### config.mk
export PLATFORM = sky130hd
export DESIGN_NAME = coarse_gain_controller
export DESIGN_NICKNAME = d
export VERILOG_FILES = /design/src/rtl/coarse_gain_controller_pkg.sv /design/src/rtl/coarse_gain_controller_window_peak_detector.sv /design/src/rtl/coarse_gain_controller.sv
export SDC_FILE = /design/constraint.sdc
export NUM_CORES = 1
export LEC_CHECK = 0
export CAP_MARGIN = 20
export CORE_ASPECT_RATIO = 1.1
export CORE_MARGIN = 5
export CORE_UTILIZATION = 60
export DETAILED_ROUTE_END_ITERATION = 10
export MAX_ROUTING_LAYER = met4
export PLACE_DENSITY = 0.91
export SLEW_MARGIN = 20
export SYNTH_ARGS = -nofsm -noshare
export SYNTH_HDL_FRONTEND = slang
export SYNTH_SLANG_ARGS = --single-unit
### constraint.sdc
create_clock -name clk_i -period 8.29 [get_ports clk_i]
set_clock_uncertainty 0.15 [all_clocks]
set_input_delay 2.0725 -clock clk_i [delete_from_list [all_inputs] [get_ports clk_i]]
set_output_delay 2.0725 -clock clk_i [all_outputs]
set_load 0.01 [all_outputs]
### src/rtl/coarse_gain_controller_pkg.sv
// Shared widths, state encoding and magnitude helper for the coarse gain
// scheduler and its window peak detector.
package coarse_gain_controller_pkg;

  localparam int ADJ_W  = 3;
  localparam int DATA_W = 14;
  localparam int PEAK_W = 21;

  localparam logic [ADJ_W-1:0]  ADJ_MAX = 3'd7;
  localparam logic [DATA_W-1:0] MAG_MAX = 14'd8191;

  typedef enum logic [1:0] {
    MANUAL  = 2'd0,
    ACQUIRE = 2'd1,
    DECIDE  = 2'd2,
    SETTLE  = 2'd3
  } state_t;

  // |x| in DATA_W bits; the most negative code would not fit, so it saturates.
  function automatic logic [DATA_W-1:0] sat_abs(input logic signed [DATA_W-1:0] x);
    logic [DATA_W-1:0] r;
    if (x == {1'b1, {(DATA_W-1){1'b0}}})
      r = MAG_MAX;
    else if (x[DATA_W-1])
      r = $unsigned(-x);
    else
      r = $unsigned(x);
    return r;
  endfunction

endpackage

### src/rtl/coarse_gain_controller_window_peak_detector.sv
// Per-window peak hold of the shifted sample magnitude, with a valid-sample
// window counter that flags the sample completing each window.
module window_peak_detector
  import coarse_gain_controller_pkg::*;
#(
  parameter int WIN_LOG2 = 10
) (
  input  logic                     clk_i,
  input  logic                     rstn_i,
  input  logic                     clear_i,
  input  logic                     en_i,
  input  logic                     valid_i,
  input  logic signed [DATA_W-1:0] data_i,
  input  logic        [ADJ_W-1:0]  adj_i,
  output logic        [PEAK_W-1:0] shift_mag_o,
  output logic                     done_o,
  output logic        [PEAK_W-1:0] peak_o
);

  logic [DATA_W-1:0]   mag;
  logic [WIN_LOG2-1:0] win_cnt;
  logic [PEAK_W-1:0]   peak_q;

  assign mag         = sat_abs(data_i);
  assign shift_mag_o = PEAK_W'(mag) << adj_i;
  assign done_o      = en_i && valid_i && (win_cnt == {WIN_LOG2{1'b1}});
  assign peak_o      = peak_q;

  // clear wins over accumulate so a window-closing sample can be discarded
  always_ff @(posedge clk_i or negedge rstn_i) begin
    if (!rstn_i) begin
      win_cnt <= '0;
      peak_q  <= '0;
    end else if (clear_i) begin
      win_cnt <= '0;
      peak_q  <= '0;
    end else if (en_i && valid_i) begin
      win_cnt <= win_cnt + 1'b1;
      if (shift_mag_o > peak_q)
        peak_q <= shift_mag_o;
    end
  end

endmodule

### src/rtl/coarse_gain_controller.sv
// Coarse shift scheduler: measures windowed peaks and steps adj_o with
// hysteresis and a settling hold-off; manual override and clip flag.
//
// state   | meaning
// MANUAL  | adj_o follows manual_adj_i, counters held clear
// ACQUIRE | accumulating peak over one window of valid samples
// DECIDE  | one cycle: publish peak, step adj_o up/down or keep it
// SETTLE  | discarding HOLD_WIN windows after a step
module coarse_gain_controller
  import coarse_gain_controller_pkg::*;
#(
  parameter int WIN_LOG2  = 10,
  parameter int HI_THRESH = 6144,
  parameter int LO_THRESH = 2048,
  parameter int HOLD_WIN  = 1,
  parameter int INIT_ADJ  = 0
) (
  input  logic                     clk_i,
  input  logic                     rstn_i,
  input  logic signed [DATA_W-1:0] data_i,
  input  logic                     valid_i,
  input  logic                     auto_i,
  input  logic        [ADJ_W-1:0]  manual_adj_i,
  output logic        [ADJ_W-1:0]  adj_o,
  output logic                     clip_o,
  output logic                     step_o,
  output logic        [PEAK_W-1:0] peak_o
);

  localparam int HOLD_W = (HOLD_WIN > 1) ? $clog2(HOLD_WIN) : 1;
  localparam logic [PEAK_W-1:0] HI_LIM = PEAK_W'(HI_THRESH);
  localparam logic [PEAK_W-1:0] LO_LIM = PEAK_W'(LO_THRESH);
  localparam logic [HOLD_W-1:0] HOLD_LAST = HOLD_W'((HOLD_WIN > 0) ? HOLD_WIN - 1 : 0);
  localparam state_t AFTER_STEP = (HOLD_WIN == 0) ? ACQUIRE : SETTLE;

  state_t              state;
  logic [HOLD_W-1:0]   hold_cnt;
  logic                det_en;
  logic                det_clr;
  logic                win_done;
  logic [PEAK_W-1:0]   win_peak;
  logic [PEAK_W-1:0]   shift_mag;

  assign det_en  = auto_i && ((state == ACQUIRE) || (state == SETTLE));
  assign det_clr = !auto_i || (state == MANUAL) || (state == DECIDE) ||
                   ((state == SETTLE) && win_done);

  window_peak_detector #(
    .WIN_LOG2 (WIN_LOG2)
  ) u_peak (
    .clk_i       (clk_i),
    .rstn_i      (rstn_i),
    .clear_i     (det_clr),
    .en_i        (det_en),
    .valid_i     (valid_i),
    .data_i      (data_i),
    .adj_i       (adj_o),
    .shift_mag_o (shift_mag),
    .done_o      (win_done),
    .peak_o      (win_peak)
  );

  always_ff @(posedge clk_i or negedge rstn_i) begin
    if (!rstn_i) begin
      state    <= ACQUIRE;
      adj_o    <= ADJ_W'(INIT_ADJ);
      step_o   <= 1'b0;
      peak_o   <= '0;
      hold_cnt <= '0;
    end else begin
      step_o <= 1'b0;
      if (!auto_i) begin
        // override takes effect at once; any pending decision is dropped
        state    <= MANUAL;
        adj_o    <= manual_adj_i;
        hold_cnt <= '0;
      end else begin
        case (state)
          MANUAL: begin
            state    <= ACQUIRE;
            hold_cnt <= '0;
          end
          ACQUIRE: begin
            if (win_done)
              state <= DECIDE;
          end
          DECIDE: begin
            peak_o   <= win_peak;
            hold_cnt <= '0;
            if ((win_peak > HI_LIM) && (adj_o != '0)) begin
              adj_o  <= adj_o - 1'b1;
              step_o <= 1'b1;
              state  <= AFTER_STEP;
            end else if ((win_peak < LO_LIM) && (adj_o != ADJ_MAX)) begin
              adj_o  <= adj_o + 1'b1;
              step_o <= 1'b1;
              state  <= AFTER_STEP;
            end else begin
              state <= ACQUIRE;
            end
          end
          SETTLE: begin
            if (win_done) begin
              if (hold_cnt == HOLD_LAST) begin
                state    <= ACQUIRE;
                hold_cnt <= '0;
              end else begin
                hold_cnt <= hold_cnt + 1'b1;
              end
            end
          end
          default: state <= ACQUIRE;
        endcase
      end
    end
  end

  always_ff @(posedge clk_i or negedge rstn_i) begin
    if (!rstn_i)
      clip_o <= 1'b0;
    else
      clip_o <= valid_i && (shift_mag > PEAK_W'(MAG_MAX));
  end

endmodule

After elaboration in Yosys (flattened, before gate mapping):

Index checks and enable logic that the tools add are counted.

* flip-flop bits (word level): 60
* word-level logic and storage cells: 78
* bits of input ports: 21
* output and inout bits: 26

* reductions and logical operators: 22
* mux-type cells: 26
* equal/unequal tests: 12
* $add $sub $neg: 5
* shifts and indexed selects: 1
* $lt $le $gt $ge: 4

Operators by type and width (number)
* $mux W21: 3
* $gt A21 B13 Y1 const B: 2
* $mux W14: 2
* $gt A21 B21 Y1: 1
* $lt A21 B12 Y1 const B: 1
* $shl A14 B3 Y21: 1
* $mux W10: 2
* $eq A14 B14 Y1 const B: 1
* $neg A14 Y14: 1
* $mux W2: 6
* $mux W3: 4
* $ne A3 B3 Y1 const B: 4
* $add A10 B1 Y10 const B: 1
* $eq A10 B10 Y1 const B: 1
* $pmux W2 S4: 1
* $reduce_and A2 Y1: 4
* $logic_and A1 B1 Y1: 7
* $mux W1: 7
* $eq A2 B2 Y1 const B: 2
* $logic_or A1 B1 Y1: 4
* $reduce_bool A2 Y1: 2
* $add A3 B1 Y3 const B: 1
* $ne A3 B1 Y1 const B: 1
* $ne A3 B2 Y1 const B: 1
* other kinds (10): 10

Depth between registers and ports, before layout:

Gate-level depths: netlist of run 1.

* depth after elaboration: 9
* gate-level depth with buffers: 20
* gate-level depth less buffers: 17

Modules after synthesis:

A second synthesis of run 1 with hierarchy kept.

* cell total of the unflattened synthesis: 524
* area, all modules: 4518.1 µm²

By module, submodules not included
* window_peak_detector: times used 1, area an instance 3196.8 µm², seq. area each 775.7 µm², cells an instance 417
* coarse_gain_controller: times used 1, area an instance 1321.3 µm², seq. area each 701.9 µm², cells an instance 107

Least setup slack after synthesis of run 1:

Ideal clock, no wire load.

* path kind: input-to-reg
* start point: in data_i[0]
* end point: reg u_peak.peak_q[10] (netlist: u_peak.peak_o[10])
* setup time: 132 ps
* data arrival time: 6121 ps
* required time: 8008 ps
* slack: 1887 ps
* stages on the path: 19
* buffers on the path: 3
* path through: inv_1 > ha_1 > or4b_1 > buf_2 > nor4_4 > nor2_1 > a22oi_1 > mux2i_1 > a22oi_1 > ha_1 > a21o_1 > a21o_1 > a21oi_1 > a21boi_0 > o31ai_1 > clkbuf_1 > clkbuf_1 > mux2i_1 > nor2_1

* cells in the longest elaborated chain, start to end: 7
* elaborated cells between the ends (all ways): 11
* those cells by class: add/sub: 1; order compare: 1; eq/ne: 1; shift: 1; mux: 5; reduce/logical: 2

RTL lines
* start: declaration: line coarse_gain_controller.sv:20 `input logic signed [DATA_W-1:0] data_i,`
* $neg A14 Y14: line coarse_gain_controller_pkg.sv:25 `r = $unsigned(-x);`
* $mux W14: line coarse_gain_controller_pkg.sv:24 `else if (x[DATA_W-1])`
* $mux W14 *: line coarse_gain_controller_pkg.sv:22 `if (x == {1'b1, {(DATA_W-1){1'b0}}})`
* $shl A14 B3 Y21 *: line coarse_gain_controller_window_peak_detector.sv:25 `assign shift_mag_o = PEAK_W'(mag) << adj_i;`
* $gt A21 B21 Y1 or $mux W21 (tied branches): line coarse_gain_controller_window_peak_detector.sv:39 `if (shift_mag_o > peak_q)`
* $reduce_bool A2 Y1 (no line) or $mux W21 (tied branches)
* $reduce_and A2 Y1 (no line) or $mux W21 (tied branches)
* end signal: assignment: line coarse_gain_controller_window_peak_detector.sv:40 `peak_q <= shift_mag_o;`
* end: declaration: line coarse_gain_controller_window_peak_detector.sv:22 `logic [PEAK_W-1:0] peak_q;`

Every way passes the cells marked *; elsewhere a longest branch is shown, timed or not. The select of a mux whose other input is x is not followed.
A chain may end at the register's enable or synchronous reset.

Worst setup path after layout of run 1:

* start point: in data_i[0]
* end point: reg u_peak.peak_q[0] (netlist: u_peak.peak_o[0])

The elaborated chain is that of the path after synthesis.

==> impl_metrics.json, run 1 <==
{
  "die_area_sq_um": 8740,
  "critical_path.slowest_cell": "sky130_fd_sc_hd__or4b_1",
  "worstSetupStartpointType": "primary input",
  "cell_internal_pwr_uw": 516,
  "critical-path-top-delay-family": "compound AO/OA/AOI/OAI gates",
  "firstDrtPassIters": 5,
  "max_stage_delay_ps": 610,
  "irDropWorstVdd_mv": 0.133,
  "antenna_cells_inserted": 0,
  "seqPwrFrac_pct": 40.0,
  "die-height_microns": 97.5,
  "total_clock_buffers_created_by_cts": 9,
  "yosys_warnings": 0,
  "worstPathCellList": "clkdlybuf4s50_1 -> inv_1 -> ha_1 -> or4b_1 -> nor4_4 -> nor2_1 -> a22oi_1 -> mux2i_1 -> a22oi_1 -> ha_1 -> a21o_1 -> a21o_1 -> a21oi_1 -> a21boi_0 -> o31ai_4 -> buf_4 -> mux2_2 -> nor2_1",
  "cp-end-kind": "flip-flop",
  "drc": 0,
  "num_vias": 3777,
  "clock_tree_from_tritoncts": "yes",
  "worst-endpoint-arrival_ps": 7040,
  "route.final.wire_length_mm": 10.1,
  "setup_viol": 0,
  "core-area_sq_um": 6890,
  "status": "completed",
  "power.share.switching_pct": 34.6,
  "design.final.nets": 558,
  "most_common_library_cell_in_the_layout_ignoring_fill_and_taps": "sky130_fd_sc_hd__dfrtp_1",
  "post-cts-setup-buffer-count": 0,
  "tightest_slew_ps": 1010,
  "synth-seq-cells": 59,
  "max-clock-path-buffers": 2,
  "max-cap-violations": 0,
  "clk_pin_slew_worst_paths_ps": 70,
  "clock-root-buffer": "sky130_fd_sc_hd__clkbuf_8",
  "wire_per_inst_microns": 16.8,
  "vias_per_cell": 6.32,
  "clock_power_share_pct": 28.6,
  "ys_seq_area_share_pct": 35.3,
  "hpwlAfterDp_mm": 7.56,
  "die_outline_width_microns": 89.6,
  "netSwitchingPower_uw": 273,
  "row_count": 32,
  "synth_largest_area_cell": "sky130_fd_sc_hd__dfrtp_1",
  "hold_path_class": "reg2reg",
  "timing.final.hold_violations": 0,
  "slew_violations": 0,
  "ys_dominant_reg_cell": "sky130_fd_sc_hd__dfrtp_1",
  "drt_iter0_drc": 345,
  "port-buffer-count": 46,
  "synth-edff-count": 0,
  "path_max_fanout": 29,
  "timing.slew.headroom_pct": 32.5,
  "finalWorstSetupSlack_ps": 1370,
  "rsz0062_at_grt": "false",
  "grt.overflow.total": 0,
  "synth_area_per_cell_sq_um": 8.71,
  "synthTopCellsByArea": "sky130_fd_sc_hd__dfrtp_1 35%, sky130_fd_sc_hd__ha_1 8.1%, sky130_fd_sc_hd__mux2i_1 6.9%",
  "ys_types": 60,
  "cts_resized": 0,
  "final_cell_mix": "58 x sky130_fd_sc_hd__dfrtp_1, 54 x sky130_fd_sc_hd__nor2_1, 45 x sky130_fd_sc_hd__clkdlybuf4s50_1, 42 x sky130_fd_sc_hd__nand2_1, 37 x sky130_fd_sc_hd__o21ai_0",
  "timing_worst_setup_path_type": "in2reg",
  "fillers": 530,
  "worst-path-buf-inv": 3,
  "post_cts_hold_buffer_count": 0,
  "overall_global_routing_resource_usage_pct": 25.1,
  "antenna_violations_before_repair": 0,
  "worst-endpoint-required_ps": 8400,
  "layout.cell_area.non_filler_sq_um": 4820,
  "htree_num_levels": 3,
  "pin_count_of_the_biggest_net_entering_global_routing": 60,
  "routabilityCongestion": 0.997,
  "async_flop_share_pct": 100,
  "dpl_cell_area_sq_um": 4650,
  "clock_sink_count": 59,
  "drt.antenna.violating_nets": 0,
  "syn-num-nets": 529,
  "fmaxAchievable_mhz": 144,
  "final_min_period_over_clock_period_pct": 83.5,
  "vias_in_the_first_global_route": 3640,
  "cellPowerDensity_nw_per_um2": 164,
  "synth_area_sq_um": 4180,
  "share_comb_of_total_power_pct": 31.4,
  "leakage_uw": 0.00209,
  "dp.cells": 583,
  "grt_pass1_wl_mm": 17.1,
  "instances_no_fill": 598,
  "post-route-min-period_ps": 6920,
  "areaGrowthSynthToFinish_pct": 15.3,
  "drive_gt1_share_pct": 7.80,
  "netlist.area_leader.share_pct": 34.7,
  "setup_total_negative_slack_ps": 0,
  "floorplan.initialDensity_pct": 60.7,
  "synth_cells": 480,
  "io_pins": 47,
  "preCtsSetupSlack_ps": 1120,
  "clock_insertion_delay_at_the_later_pin_of_the_skew_report_ps": 340
}
## per-stage QoR
step | hold slack, ps | util [%] | total power (uW)
4_1_cts | 334 | 70.0 | 788
3_3_place_gp | 312 | 67.5 | 554
2_1_floorplan | 347 | - | 487
3_5_place_dp | 319 | 67.5 | 563
5_1_grt | 351 | 70.0 | 836
6_report | 326 | 70.0 | 789
## metal layers
layer | wire, microns | global-route usage (%) | up-vias | share of wire [%]
met5 | 0 | - | - | 0
met4 | 161 | 6.99 | 0 | 1.6
met3 | 620 | 4.41 | 24 | 6.2
met2 | 5050 | 40.5 | 154 | 50
li1 | - | - | 1780 | -
met1 | 4230 | 32.0 | 1819 | 42
## worst register-to-register path: cells and delay by family (launching register included)
kind	cells	cell delay [ps]
and+or+nand+nor	5	1090
buffers and inverters	2	880
muxes	2	530
DFF	1	910
adders and majority gates	1	340
AOI/OAI and AO/OA	5	770
## flip-flops by register name, indices dropped and copies added, names as in the netlist
signal          cells
peak_o             21
step_o              1
state               2
adj_o               3
u_peak.win_cnt     10
clip_o              1
u_peak.peak_o      21
## cell families after synthesis
family                     count (synthesis)  share of synthesized area, %
muxes                                     34                          8.83
adders and majority gates                 28                          8.56
buffers and inverters                     59                          5.48
DFF                                       59                          35.3
and+or+nand+nor                          165                          19.3
AOI/OAI and AO/OA                        116                          18.5
xor gates and xnor gates                  19                          3.98
## path summary, 6_finish.rpt
path,endpoint,from,slack (ps),cells past startpoint
max in group asynchronous,u_peak.peak_o[11]$_DFFE_PN0P_,rstn_i,5770,2
min in group asynchronous,step_o$_DFF_PN0_,rstn_i,1710,2
worst min register to register,peak_o[8]$_DFFE_PN0P_,peak_o[8]$_DFFE_PN0P_,330,2
worst max register to register,u_peak.peak_o[0]$_DFFE_PN0P_,adj_o[0]$_DFFE_PN0P_,3550,15
worst min-delay path,peak_o[8]$_DFFE_PN0P_,peak_o[8]$_DFFE_PN0P_,330,2
worst max-delay path,u_peak.peak_o[0]$_DFFE_PN0P_,data_i[0],1370,18
## power by group through the flow
stage / registers [uW] / logic [uW] / clock network [uW]
global route: 317 / 275 / 244
floorplan: 309 / 179 / 0
finish: 316 / 248 / 226
CTS: 315 / 244 / 229
global placement: 320 / 234 / 0
detailed placement: 321 / 243 / 0
## layout make-up
class / instances / area (sq um) / share of cell area [%]
clock inverter: 5 / 30.0 / 0.623
multi-input combinational: 362 / 2490 / 51.6
tap: 85 / 106 / 2.21
timing repair buffer: 48 / 470 / 9.76
inverter: 29 / 109 / 2.26
clock buffer: 10 / 138 / 2.85
sequential: 59 / 1480 / 30.7
## cells in the mapped netlist, types with 5 or more instances
cell type and count:
sky130_fd_sc_hd__o21ai_0 37, sky130_fd_sc_hd__inv_1 28, sky130_fd_sc_hd__and3_1 6, sky130_fd_sc_hd__clkbuf_1 22
sky130_fd_sc_hd__nand3_1 10, sky130_fd_sc_hd__o211ai_1 5, sky130_fd_sc_hd__nand4_1 6, sky130_fd_sc_hd__dfrtp_1 58
sky130_fd_sc_hd__or2_2 5, sky130_fd_sc_hd__a21o_1 7, sky130_fd_sc_hd__nor2b_1 6, sky130_fd_sc_hd__a211oi_1 7
sky130_fd_sc_hd__o21a_1 5, sky130_fd_sc_hd__ha_1 27, sky130_fd_sc_hd__a21oi_1 15, sky130_fd_sc_hd__nor4_1 6
sky130_fd_sc_hd__xor2_1 10, sky130_fd_sc_hd__nand2_1 43, sky130_fd_sc_hd__nor2_1 54, sky130_fd_sc_hd__o22ai_1 7
sky130_fd_sc_hd__a31oi_1 5, sky130_fd_sc_hd__xnor2_1 9, sky130_fd_sc_hd__mux2i_1 29, sky130_fd_sc_hd__nor3_1 8
No activity file was read; power rests on OpenSTA's default activity.
==> run 2: changes to the inputs <==
--- a/config.mk
+++ b/config.mk
@@ -8,10 +8,10 @@
 export CAP_MARGIN = 20
 export CORE_ASPECT_RATIO = 1.1
 export CORE_MARGIN = 5
-export CORE_UTILIZATION = 60
+export CORE_UTILIZATION = 52
 export DETAILED_ROUTE_END_ITERATION = 10
 export MAX_ROUTING_LAYER = met4
-export PLACE_DENSITY = 0.91
+export PLACE_DENSITY = 0.85
 export SLEW_MARGIN = 20
 export SYNTH_ARGS = -nofsm -noshare
 export SYNTH_HDL_FRONTEND = slang
==> constraint.sdc (replaced) <==
create_clock -name clk_i -period 6.35 [get_ports clk_i]
set_clock_uncertainty 0.15 [all_clocks]
set_input_delay 1.5875 -clock clk_i [delete_from_list [all_inputs] [get_ports clk_i]]
set_output_delay 1.5875 -clock clk_i [all_outputs]
set_load 0.01 [all_outputs]
==> run 2 against run 1 <==
Power up 38%. Core utilization down 6.6 points. Critical path depth did not move. Largest cell class unchanged. Non-clock buffer count grew 14. Clock-buffer cell count rose by 2. Highest routed layer unchanged. Die area up 14%. Final cell count rose by 6.0%. Final area is 3.5% higher.
==> impl_metrics.json, run 2 (synthesis gave the netlist of run 1 again) <==
{
  "status": "completed",
  "route.final.wire_length_mm": 10.0,
  "die_outline_width_microns": 95.5,
  "vias_in_the_first_global_route": 3640,
  "hpwlAfterDp_mm": 7.50,
  "clock_insertion_delay_at_the_later_pin_of_the_skew_report_ps": 340,
  "fin_hold_ws_ps": 325,
  "timing.final.hold_violations": 0,
  "reg2reg_to": "u_peak.peak_o[12]$_DFFE_PN0P_",
  "floorplan.initialDensity_pct": 53.1,
  "vias_per_cell": 5.97,
  "cell_internal_pwr_uw": 742,
  "antenna_cells_inserted": 0,
  "design.final.nets": 572,
  "worst-endpoint-required_ps": 6430,
  "seqPwrFrac_pct": 37.7,
  "core-area_sq_um": 7870,
  "rsz0062_at_grt": "false",
  "drt_iter0_drc": 265,
  "clock-root-buffer": "sky130_fd_sc_hd__clkbuf_8",
  "r2r.worst_path.cells": 14,
  "share_comb_of_total_power_pct": 30.5,
  "htree_num_levels": 3,
  "tightest_slew_ps": 933,
  "final-seq-area_sq_um": 1480,
  "most_common_library_cell_in_the_layout_ignoring_fill_and_taps": "sky130_fd_sc_hd__dfrtp_1",
  "biggestRegsByFlops": "peak_o x21, u_peak.peak_o x21, u_peak.win_cnt x10",
  "timing.slew.headroom_pct": 37.8,
  "cellPowerDensity_nw_per_um2": 219,
  "post-route-min-period_ps": 5940,
  "clock_sink_count": 59,
  "fmaxAchievable_mhz": 168,
  "grt_pass1_wl_mm": 16.9,
  "wire_per_inst_microns": 15.8,
  "multi_input_area_sq_um": 2490,
  "p_total_uw": 1090,
  "clk_pin_slew_worst_paths_ps": 60,
  "path_max_fanout": 15,
  "critical_path.reg2reg.startpoint": "adj_o[0]$_DFFE_PN0P_",
  "clock_tree_from_tritoncts": "yes",
  "total_clock_buffers_created_by_cts": 9,
  "pin_count_of_the_biggest_net_entering_global_routing": 60,
  "leakage_uw": 0.00218,
  "hold_path_class": "reg2reg",
  "slew_violations": 0,
  "worstSetupStartpointType": "primary input",
  "die-height_microns": 104,
  "worst-endpoint-arrival_ps": 6030,
  "cp-end-kind": "flip-flop",
  "grt.overflow.total": 0,
  "routabilityCongestion": 0.923,
  "port-buffer-count": 46,
  "post_cts_hold_buffer_count": 0,
  "max-cap-violations": 0,
  "final_cell_mix": "58 x sky130_fd_sc_hd__dfrtp_1, 54 x sky130_fd_sc_hd__nor2_1, 45 x sky130_fd_sc_hd__clkdlybuf4s50_1, 42 x sky130_fd_sc_hd__nand2_1, 37 x sky130_fd_sc_hd__o21ai_0",
  "drc": 0,
  "drive_gt1_share_pct": 10.3,
  "clock_power_share_pct": 31.8,
  "netSwitchingPower_uw": 350,
  "setup_viol": 0,
  "setup.worst_path.end": "u_peak.peak_o[12]$_DFFE_PN0P_",
  "io_pins": 47,
  "overall_global_routing_resource_usage_pct": 21.6,
  "max-clock-path-buffers": 2,
  "r2r_setup_slack_ps": 1800,
  "num_vias": 3785,
  "irDropWorstVdd_mv": 0.0947,
  "power.share.switching_pct": 32.1,
  "crit_path_launch": "data_i[1]",
  "utilization_pct": 63.4,
  "drt.antenna.violating_nets": 0,
  "final_min_period_over_clock_period_pct": 93.6,
  "fillers": 624,
  "timing_worst_setup_path_type": "in2reg",
  "areaGrowthSynthToFinish_pct": 19.4,
  "die_area_sq_um": 9930,
  "row_count": 34,
  "firstDrtPassIters": 7,
  "setup_total_negative_slack_ps": 0,
  "antenna_violations_before_repair": 0
}
run 2: changes by cell type in the layout (fill, tap and decap cells not counted), sizes merged:
cell / previous run / this run
clkinvlp: 2 / 0
bufinv: 0 / 1
buf: 3 / 17
clkinv: 3 / 1
clkbuf: 10 / 12
run 2: final cells by class:
cell class	count	share of cell area [%]
clock buffer	12	3.31
clock inverter	2	0.702
inverter	29	2.18
multi-input combinational	362	50.0
sequential	59	29.6
tap	108	2.71
timing repair buffer	62	11.5
run 2: power groups by stage:
stage	Clock (uW)	Combinational [uW]	Sequential, uW
2_1_floorplan	0	234	403
3_3_place_gp	0	311	417
3_5_place_dp	0	323	418
4_1_cts	354	329	411
5_1_grt	373	367	414
6_report	348	333	412
run 2: how the worst min path moves through the flow:
stage | start | to | slack, ps | cells after the start
floorplan | u_peak.win_cnt[6]$_DFFE_PN0P_ | u_peak.win_cnt[6]$_DFFE_PN0P_ | 350 | 2
global placement | peak_o[9]$_DFFE_PN0P_ | peak_o[9]$_DFFE_PN0P_ | 310 | 2
detailed placement | peak_o[13]$_DFFE_PN0P_ | peak_o[13]$_DFFE_PN0P_ | 320 | 2
CTS | peak_o[13]$_DFFE_PN0P_ | peak_o[13]$_DFFE_PN0P_ | 330 | 2
global route | peak_o[13]$_DFFE_PN0P_ | peak_o[13]$_DFFE_PN0P_ | 350 | 2
finish | peak_o[13]$_DFFE_PN0P_ | peak_o[13]$_DFFE_PN0P_ | 330 | 2
run 2: critical path, cell delays in order:
cell and delay, ps:
sky130_fd_sc_hd__clkdlybuf4s50_1 450, sky130_fd_sc_hd__inv_1 80, sky130_fd_sc_hd__ha_1 190, sky130_fd_sc_hd__or4b_4 540, sky130_fd_sc_hd__o21ai_1 200, sky130_fd_sc_hd__xor2_1 280
sky130_fd_sc_hd__mux2i_1 180, sky130_fd_sc_hd__nand2b_1 230, sky130_fd_sc_hd__mux4_2 510, sky130_fd_sc_hd__ha_1 300, sky130_fd_sc_hd__and4_1 190, sky130_fd_sc_hd__and3_1 190
sky130_fd_sc_hd__o21ai_0 70, sky130_fd_sc_hd__a21boi_0 150, sky130_fd_sc_hd__o31ai_4 300, sky130_fd_sc_hd__buf_4 260, sky130_fd_sc_hd__nor2_1 70, sky130_fd_sc_hd__a211oi_1 240
run 2: repair_timing:
item / CTS / global route
resized for setup: 0 / 1
endpoints found under the setup margin: 0 / 6
setup buffers: 0 / 0
run 2: metal layers:
layer  wire length [microns]  GRT usage, %  up-vias
met5                       0             -        -
met4                     334          10.1        0
met3                     567          3.11       34
met2                    4790          33.4      152
met1                    4340          27.8     1794
li1                        -             -     1805
run 2: through the flow:
stage / setup slack, ps / std cells / area (sq um)
after floorplan: 432 / 480 / 4180
after global placement: 176 / 620 / 4780
final: 408 / 634 / 4990
after CTS: 359 / 634 / 4980
after detailed placement: 45.3 / 620 / 4780
after global routing: 42.7 / 634 / 4990
